[src/rtl/dlfloat16_wb_queue.sv]
// Purpose: writeback FIFO behind the DLfloat16 FPU; retires {result, rd, flags} to the regfile
//          and folds retired exception flags into a sticky, software-visible fflags register.
// Latency: 1 cycle from push to wb_valid on an empty queue (no bypass); 1 push + 1 pop per cycle.
// Backpressure: in_ready drops when count == DEPTH; wb_ready may stall the head indefinitely.
//
// Ports:
//   clk, rst            single rising-edge clock, asynchronous active-high reset
//   in_valid/in_ready   upstream handshake carrying in_result, in_rd, in_flags
//   wb_valid/wb_ready   downstream handshake presenting the head as wb_data, wb_rd, wb_flags
//   flush               drop every queued entry and zero the pointers
//   csr_we/csr_wdata    software write of fflags
//   fflags              sticky flags {invalid, div_by_zero, overflow, underflow, inexact}
//   count               current occupancy, 0..DEPTH
module dlfloat16_wb_queue #(
    parameter int DEPTH = 4
) (
    input  logic                       clk,
    input  logic                       rst,
    input  logic                       in_valid,
    output logic                       in_ready,
    input  logic [31:0]                in_result,
    input  logic [4:0]                 in_rd,
    input  logic [4:0]                 in_flags,
    output logic                       wb_valid,
    input  logic                       wb_ready,
    output logic [31:0]                wb_data,
    output logic [4:0]                 wb_rd,
    output logic [4:0]                 wb_flags,
    input  logic                       flush,
    input  logic                       csr_we,
    input  logic [4:0]                 csr_wdata,
    output logic [4:0]                 fflags,
    output logic [$clog2(DEPTH):0]     count
);

    localparam int PW = $clog2(DEPTH);
    localparam int CW = PW + 1;
    localparam logic [PW-1:0] PTR_ONE = PW'(1);
    localparam logic [CW-1:0] CNT_ONE = CW'(1);
    localparam logic [CW-1:0] CNT_MAX = CW'(DEPTH);

    logic [PW-1:0] wr_ptr_q, wr_ptr_d;
    logic [PW-1:0] rd_ptr_q, rd_ptr_d;
    logic [CW-1:0] count_q, count_d;
    logic [4:0]    fflags_q, fflags_d;
    logic [41:0]   mem_q [DEPTH];
    logic [41:0]   head;
    logic          push, pop;

    // Handshake outputs come only from the registered count, so there is no
    // combinational path from in_valid to in_ready or wb_ready to wb_valid.
    assign in_ready = (count_q != CNT_MAX);
    assign wb_valid = (count_q != '0);

    assign push = in_valid & in_ready & ~flush;
    assign pop  = wb_valid & wb_ready & ~flush;

    assign head     = mem_q[rd_ptr_q];
    assign wb_data  = head[41:10];
    assign wb_rd    = head[9:5];
    assign wb_flags = head[4:0];

    assign fflags = fflags_q;
    assign count  = count_q;

    always_comb begin
        wr_ptr_d = wr_ptr_q;
        rd_ptr_d = rd_ptr_q;
        count_d  = count_q;

        if (flush) begin
            wr_ptr_d = '0;
            rd_ptr_d = '0;
            count_d  = '0;
        end else begin
            // Power-of-two depth lets the pointers wrap by plain overflow.
            if (push) wr_ptr_d = wr_ptr_q + PTR_ONE;
            if (pop)  rd_ptr_d = rd_ptr_q + PTR_ONE;
            case ({push, pop})
                2'b10:   count_d = count_q + CNT_ONE;
                2'b01:   count_d = count_q - CNT_ONE;
                default: count_d = count_q;
            endcase
        end

        // A CSR write replaces the old value, but flags of an entry retiring in
        // the same cycle are still OR-ed in so they are never lost.
        fflags_d = (csr_we ? csr_wdata : fflags_q) | (pop ? wb_flags : 5'b0);
    end

    always_ff @(posedge clk or posedge rst) begin
        if (rst) begin
            wr_ptr_q <= '0;
            rd_ptr_q <= '0;
            count_q  <= '0;
            fflags_q <= '0;
        end else begin
            wr_ptr_q <= wr_ptr_d;
            rd_ptr_q <= rd_ptr_d;
            count_q  <= count_d;
            fflags_q <= fflags_d;
        end
    end

    // Entry storage is intentionally not reset; wb_* are only meaningful with wb_valid.
    always_ff @(posedge clk) begin
        if (push) begin
            mem_q[wr_ptr_q] <= {in_result, in_rd, in_flags};
        end
    end

endmodule

[config.mk]
export PLATFORM = sky130hd
export DESIGN_NAME = dlfloat16_wb_queue
export DESIGN_NICKNAME = d
export VERILOG_FILES = /design/src/rtl/dlfloat16_wb_queue.sv
export SDC_FILE = /design/constraint.sdc
export NUM_CORES = 1
export LEC_CHECK = 0
export CAP_MARGIN = 20
export CORE_MARGIN = 4
export CORE_UTILIZATION = 48
export CTS_CLUSTER_DIAMETER = 60
export DETAILED_ROUTE_END_ITERATION = 7
export GPL_TIMING_DRIVEN = 1
export PLACE_DENSITY = 0.8
export SYNTH_ARGS = -nofsm -noshare
export SYNTH_HDL_FRONTEND = slang
export SYNTH_SLANG_ARGS = --single-unit
[constraint.sdc]
create_clock -name clk -period 3.7 [get_ports clk]
set_clock_uncertainty 0.05 [all_clocks]
set_input_delay 1.11 -clock clk [delete_from_list [all_inputs] [get_ports clk]]
set_output_delay 1.11 -clock clk [all_outputs]
set_load 0.01 [all_outputs]
==> flow_summary_export.csv, run 1 <==
group,metric,value,unit
sta,period_minus_slack,3490,ps
global_routing,track_usage,16.1,%
global_routing,antenna_found_initial,0,
run,cap_violations,0,
floorplan,rows,43,
power_and_ir_drop,combPwrFrac,19.5,%
floorplan,initial_core_util,49.3,%
global_routing,use_met1,21.6,%
clock_network,postCtsSetupBuffers,0,
critical_path,arrival,2330,ps
sta,slew_headroom,67.7,%
power_and_ir_drop,seq_power_share,47.9,%
floorplan,io_pins,105,
clock_network,htreeDepth,4,
floorplan,die_w,128,um
route,ant_nets,0,
yosys,syn_nets,361,
sta,setup_violations,0,
critical_path,path_class,"flop to primary output",
global_routing,grtUsageMet2,24.7,%
cells_and_area,n_antenna_cell,0,
route,vias_per_cell,5.48,
sta,finalHoldViolCount,0,
yosys,syn_area,0.00687,mm2
power_and_ir_drop,p_int,3.83,mW
global_routing,grt_max_degree,28,
clock_network,clk_pin_slew_worst_paths,60,ps
global_routing,met3_usage,5.39,%
power_and_ir_drop,swShare,23.7,%
route,wl_per_cell,20.2,um
route,firstDrtPassIters,5,
floorplan,core,0.0139,mm2
outcome,outcome,"completed",
floorplan,die-area,0.0163,mm2
yosys,synth_cells,303,
min_path,min_path_type,"flop to flop",
route,routed_wirelength,12.4,mm
yosys,synth_warnings,0,
power_and_ir_drop,clock_power_share,32.5,%
sta,timing.hold.ws,559,ps
cells_and_area,fillers,959,
sta,setup_tns,0,ps
route,num_vias,3363,
clock_network,clock_sinks,180,
critical_path,crit_required,2540,ps
yosys,synth-seq-area-share,77.9,%
clock_network,hold_buffers,0,
place,dp_hpwl,7.82,mm
route,drc,0,
global_routing,grt_overflow,0,
critical_path,start_kind,"flop",
cells_and_area,final-seq-area,0.00535,mm2
power_and_ir_drop,switchingPower,1.19,mW
place,gp_congestion,0.764,
place,portBuffers,104,
sta,tightestPinTransition,483,ps
cells_and_area,final_cell_mix,"edfxtp_1 (168), clkdlybuf4s50_1 (104), mux4_2 (42)",
critical_path,worstSetupEndpointType,"primary output",
sta,rsz0062_at_grt,"false",
clock_network,cts-root-buf,"clkbuf_16",
sta,maxSlewViolCount,0,
global_routing,grt_pass1_vias,3560,
cells_and_area,final_nets,480,
cells_and_area,synthToLayoutAreaGrowth,27.0,%
sta,min_period_over_period,94.2,%
yosys,synth.ff_latch_count,180,
power_and_ir_drop,p_leak,2.81,nW
clock_network,cts.repair.resized,0,
clock_network,tritoncts,"yes",
clock_network,clock_path_buffers,2,
critical_path,cp_max_fo,20,
power_and_ir_drop,power-per-cell-area,576,mW/mm2
route,first_iter_violations,256,
global_routing,grt_busiest_layer,"met2",
cells_and_area,drive_gt1_share,21.4,%
global_routing,grt_pass1_wl,19.6,mm
clock_network,insertion_delay,410,ps
cells_and_area,final_common_cell,"edfxtp_1",
cells_and_area,multi_input_area,0.00140,mm2
yosys,ys_types,36,
yosys,synth.avg_cell_area,22.7,um2
sta,fmax,287,MHz
floorplan,die_height,128,um
clock_network,numCtsBuffers,17,
power_and_ir_drop,irDropWorstVdd,0.339,mV
flip-flops by register name, indices dropped and copies added, names as in the netlist:
register  flops
fflags        5
wr_ptr_q      2
rd_ptr_q      2
count         3
mem_q       168
cell usage after synthesis:
library cell / instances / area share (%)
a221oi_1: 1 / 0.13
fa_1: 1 / 0.29
nand2b_1: 3 / 0.27
buf_1: 1 / 0.055
edfxtp_1: 168 / 73
nand4b_1: 1 / 0.13
a311oi_1: 1 / 0.13
buf_2: 10 / 0.73
a21oi_1: 3 / 0.22
and2_1: 5 / 0.46
ha_1: 4 / 0.73
buf_6: 3 / 0.49
or3b_2: 1 / 0.13
o21ai_0: 3 / 0.22
nor2_1: 3 / 0.16
o22ai_1: 2 / 0.18
o31ai_4: 1 / 0.31
nor3b_1: 2 / 0.22
a211oi_1: 1 / 0.11
xor2_1: 2 / 0.26
a221o_1: 5 / 0.73
mux2_2: 1 / 0.16
o311ai_0: 1 / 0.13
nand3_1: 4 / 0.29
mux4_2: 42 / 14
inv_1: 6 / 0.33
or3_1: 1 / 0.091
nor4b_1: 1 / 0.13
dfrtp_1: 12 / 4.4
a311o_1: 1 / 0.15
a31oi_1: 1 / 0.091
nor2b_1: 5 / 0.46
o21ba_2: 1 / 0.15
clkbuf_1: 3 / 0.16
nor3_1: 1 / 0.073
o211ai_1: 2 / 0.22
critical path: stages (launching register included):
cell,delay (ps)
dfrtp_4,580
buf_12,240
mux4_2,560
clkdlybuf4s50_1,500
through the flow:
step / cell area, um2 / cells / setup WS [ps] / total power, mW / util, %
after floorplan: 6870 / 303 / 622 / 2.97 / -
after global placement: 8180 / 583 / 455 / 3.43 / 58.7
after detailed placement: 8180 / 583 / 363 / 3.45 / 58.7
after CTS: 8720 / 614 / 41.2 / 5.08 / 62.5
after global routing: 8720 / 614 / 61.1 / 5.24 / 62.6
final: 8720 / 614 / 214 / 5.02 / 62.6
cells by family (layout without fill, tap and decap cells):
group	count (synthesis)	after routing	synth area share, %
flip-flops	180	180	77.9
adder cells (fa/ha/maj)	5	5	1.02
AND/OR/NAND/NOR	27	27	2.41
multiplexers	43	43	13.9
XOR/XNOR	2	2	0.255
buffers and inverters	23	154	1.77
AO/OA/AOI/OAI	23	23	2.75
area by class of cell:
cell class | instances | share of cell area, %
clock buffers | 18 | 4.92
clock inverters | 13 | 1.25
inverters | 6 | 0.258
multi-input cells | 100 | 16.1
flip-flops and latches | 180 | 61.4
well taps | 180 | 2.58
repair buffers | 117 | 13.5
power by group through the flow:
stage / logic (mW) / registers [mW] / clock network (mW)
floorplan: 0.568 / 2.40 / 0
detailed placement: 0.993 / 2.46 / 0
global placement: 0.982 / 2.45 / 0
CTS: 1.00 / 2.41 / 1.67
global route: 1.05 / 2.42 / 1.77
finish: 0.982 / 2.41 / 1.63
routing by layer:
layer  up-vias  share of wire (%)
li1       1509                  -
met3        14                6.5
met4         0                1.4
met2       102                 48
met5         -                  0
met1      1738                 44
final timing paths:
| check | startpoint | cells after the start | to | slack (ps) |
|---|---|---|---|---|
| min in group asynchronous | rst | 2 | fflags[3] | 960 |
| max in group asynchronous | rst | 2 | rd_ptr_q[0] | 2270 |
| min reg2reg | fflags[3] | 2 | fflags[3] | 560 |
| min | fflags[3] | 2 | fflags[3] | 560 |
| max reg2reg | count[0] | 7 | count[1] | 930 |
| max | rd_ptr_q[0] | 3 | wb_data[14] | 210 |
Power figures use the tool's default switching activity.
==> run 2: changes to the inputs <==
GPL_ROUTABILITY_DRIVEN = 0   (was default)
clock period = 3.8 ns   (was 3.7 ns; I/O delays follow)
==> flow_summary_export.csv, run 2 (synthesis gave the netlist of run 1 again) <==
group,metric,value,unit
route,vias_per_cell,5.50,
floorplan,io_pins,105,
critical_path,path_class,"flop to primary output",
route,ant_nets,0,
clock_network,cts-root-buf,"clkbuf_16",
power_and_ir_drop,swShare,24.2,%
critical_path,regToRegEndpoint,"count[1]",
critical_path,cp_slowest_stage_delay,570,ps
global_routing,use_met1,20.7,%
global_routing,antenna_found_initial,0,
power_and_ir_drop,switchingPower,1.19,mW
critical_path,r2r_slack,920,ps
power_and_ir_drop,seq_power_share,47.3,%
floorplan,die-area,0.0163,mm2
global_routing,grt_busiest_layer,"met2",
cells_and_area,drive_gt1_share,21.4,%
sta,fmax,288,MHz
power_and_ir_drop,power,4.93,mW
route,num_vias,3376,
route,firstDrtPassIters,4,
min_path,min_path_type,"flop to flop",
sta,slew_headroom,66.3,%
cells_and_area,final_nets,479,
clock_network,htreeDepth,4,
cells_and_area,design_area,0.00874,mm2
route,drc,0,
cells_and_area,fillers,968,
clock_network,hold_buffers,0,
critical_path,cp_max_fo,28,
clock_network,clk_pin_slew_worst_paths,60,ps
run,cap_violations,0,
place,portBuffers,104,
global_routing,met3_usage,6.73,%
route,routed_wirelength,12.9,mm
cells_and_area,synthToLayoutAreaGrowth,27.3,%
critical_path,arrival,2280,ps
power_and_ir_drop,irDropWorstVdd,0.284,mV
cells_and_area,final_cell_mix,"edfxtp_1 (168), clkdlybuf4s50_1 (104), mux4_2 (42)",
clock_network,insertion_delay,420,ps
critical_path,start_kind,"flop",
cells_and_area,top_register,"mem_q",
cells_and_area,largest_reg_flops,168,
global_routing,grt_overflow,0,
floorplan,core,0.0139,mm2
sta,rsz0062_at_grt,"false",
clock_network,clock_sinks,180,
critical_path,reg2reg_from,"count[2]",
floorplan,rows,43,
power_and_ir_drop,p_leak,2.81,nW
cells_and_area,n_antenna_cell,0,
route,wl_per_cell,21.0,um
power_and_ir_drop,p_int,3.74,mW
global_routing,track_usage,16.8,%
floorplan,initial_core_util,49.3,%
critical_path,crit_chain,"buf_12 -> mux4_2 -> clkdlybuf4s50_1",
global_routing,grt_pass1_vias,3729,
clock_network,postCtsSetupBuffers,0,
cells_and_area,final_common_cell,"edfxtp_1",
critical_path,setup.worst_path.start,"rd_ptr_q[0]",
global_routing,grt_max_degree,43,
sta,tightestPinTransition,498,ps
critical_path,crit_required,2610,ps
power_and_ir_drop,power-per-cell-area,564,mW/mm2
sta,period_minus_slack,3470,ps
clock_network,cts.repair.resized,0,
place,post_dp_cell_area,0.00818,mm2
outcome,outcome,"completed",
sta,setup_tns,0,ps
route,first_iter_violations,179,
clock_network,numCtsBuffers,17,
sta,setup_violations,0,
power_and_ir_drop,clock_power_share,33.1,%
global_routing,grtUsageMet2,27.3,%
critical_path,worstSetupEndpointType,"primary output",
sta,min_period_over_period,91.4,%
place,dp_hpwl,8.05,mm
sta,finalHoldViolCount,0,
clock_network,clock_path_buffers,2,
critical_path,cp_slowest_cell,"mux4_2",
global_routing,grt_pass1_wl,20.4,mm
power_and_ir_drop,combPwrFrac,19.6,%
sta,maxSlewViolCount,0,
critical_path,rr_worst_depth,7,
clock_network,tritoncts,"yes",
critical_path,cp-endpoint,"wb_rd[1]",
floorplan,die_w,128,um
floorplan,die_height,128,um
==> run 2: cell count changes in the layout (fill, tap and decap cells not counted), sizes merged <==
cell      previous run  this run
clkinvlp             1         2
buf                 13        12
clkinv               8         6
inv                  9        11
==> run 2: final cells by class <==
class	count	area [um2]	share of cell area, %
timing repair buffer	116	1180	13.5
sequential	180	5350	61.2
inverter	6	22.5	0.258
clock inverter	14	125	1.43
clock buffer	18	429	4.91
tap	180	225	2.58
multi-input combinational	100	1400	16.1
==> run 2: critical path, delay by kind of cell (launching register included) <==
kind / cells / cell delay [ps]
buffers and inverters: 2 / 790
DFF: 1 / 500
muxes: 1 / 570
==> run 2: through the flow <==
stage | util [%] | worst slack [ps] | hold WS [ps] | cells
after floorplan | - | 692 | 507 | 303
after global placement | 58.7 | 525 | 538 | 582
after detailed placement | 58.7 | 475 | 538 | 582
after CTS | 62.7 | 267 | 555 | 614
after global routing | 62.7 | 208 | 592 | 614
final | 62.7 | 326 | 560 | 614
==> run 2: metal layers <==
layer / up-vias / routed length [um]
li1: 1513 / -
met5: - / 0
met2: 125 / 6500
met4: 0 / 201
met1: 1718 / 5220
met3: 20 / 983
==> run 2: power by group through the flow <==
stage	Clock, mW	Sequential (mW)	Combinational (mW)
2_1_floorplan	0	2.34	0.553
3_3_place_gp	0	2.37	0.970
3_5_place_dp	0	2.37	0.983
4_1_cts	1.66	2.33	0.991
5_1_grt	1.77	2.34	1.04
6_report	1.63	2.33	0.967
==> run 2: worst min path at each step <==
| stage | start | to | slack [ps] | cells past startpoint |
|---|---|---|---|---|
| after floorplan | wr_ptr_q[0] | wr_ptr_q[0] | 510 | 2 |
| after global placement | wr_ptr_q[0] | wr_ptr_q[0] | 540 | 2 |
| after detailed placement | wr_ptr_q[0] | wr_ptr_q[0] | 540 | 2 |
| after CTS | wr_ptr_q[0] | wr_ptr_q[0] | 550 | 2 |
| after global routing | wr_ptr_q[0] | wr_ptr_q[0] | 590 | 2 |
| final | fflags[3] | fflags[3] | 560 | 2 |
==> run 3: changes to the inputs <==
GPL_ROUTABILITY_DRIVEN = default   (was 0)
SLEW_MARGIN = 20   (was default)
==> results of run 3 <==
Same layout as run 2: the final DEF is identical, and so are final timing and power.
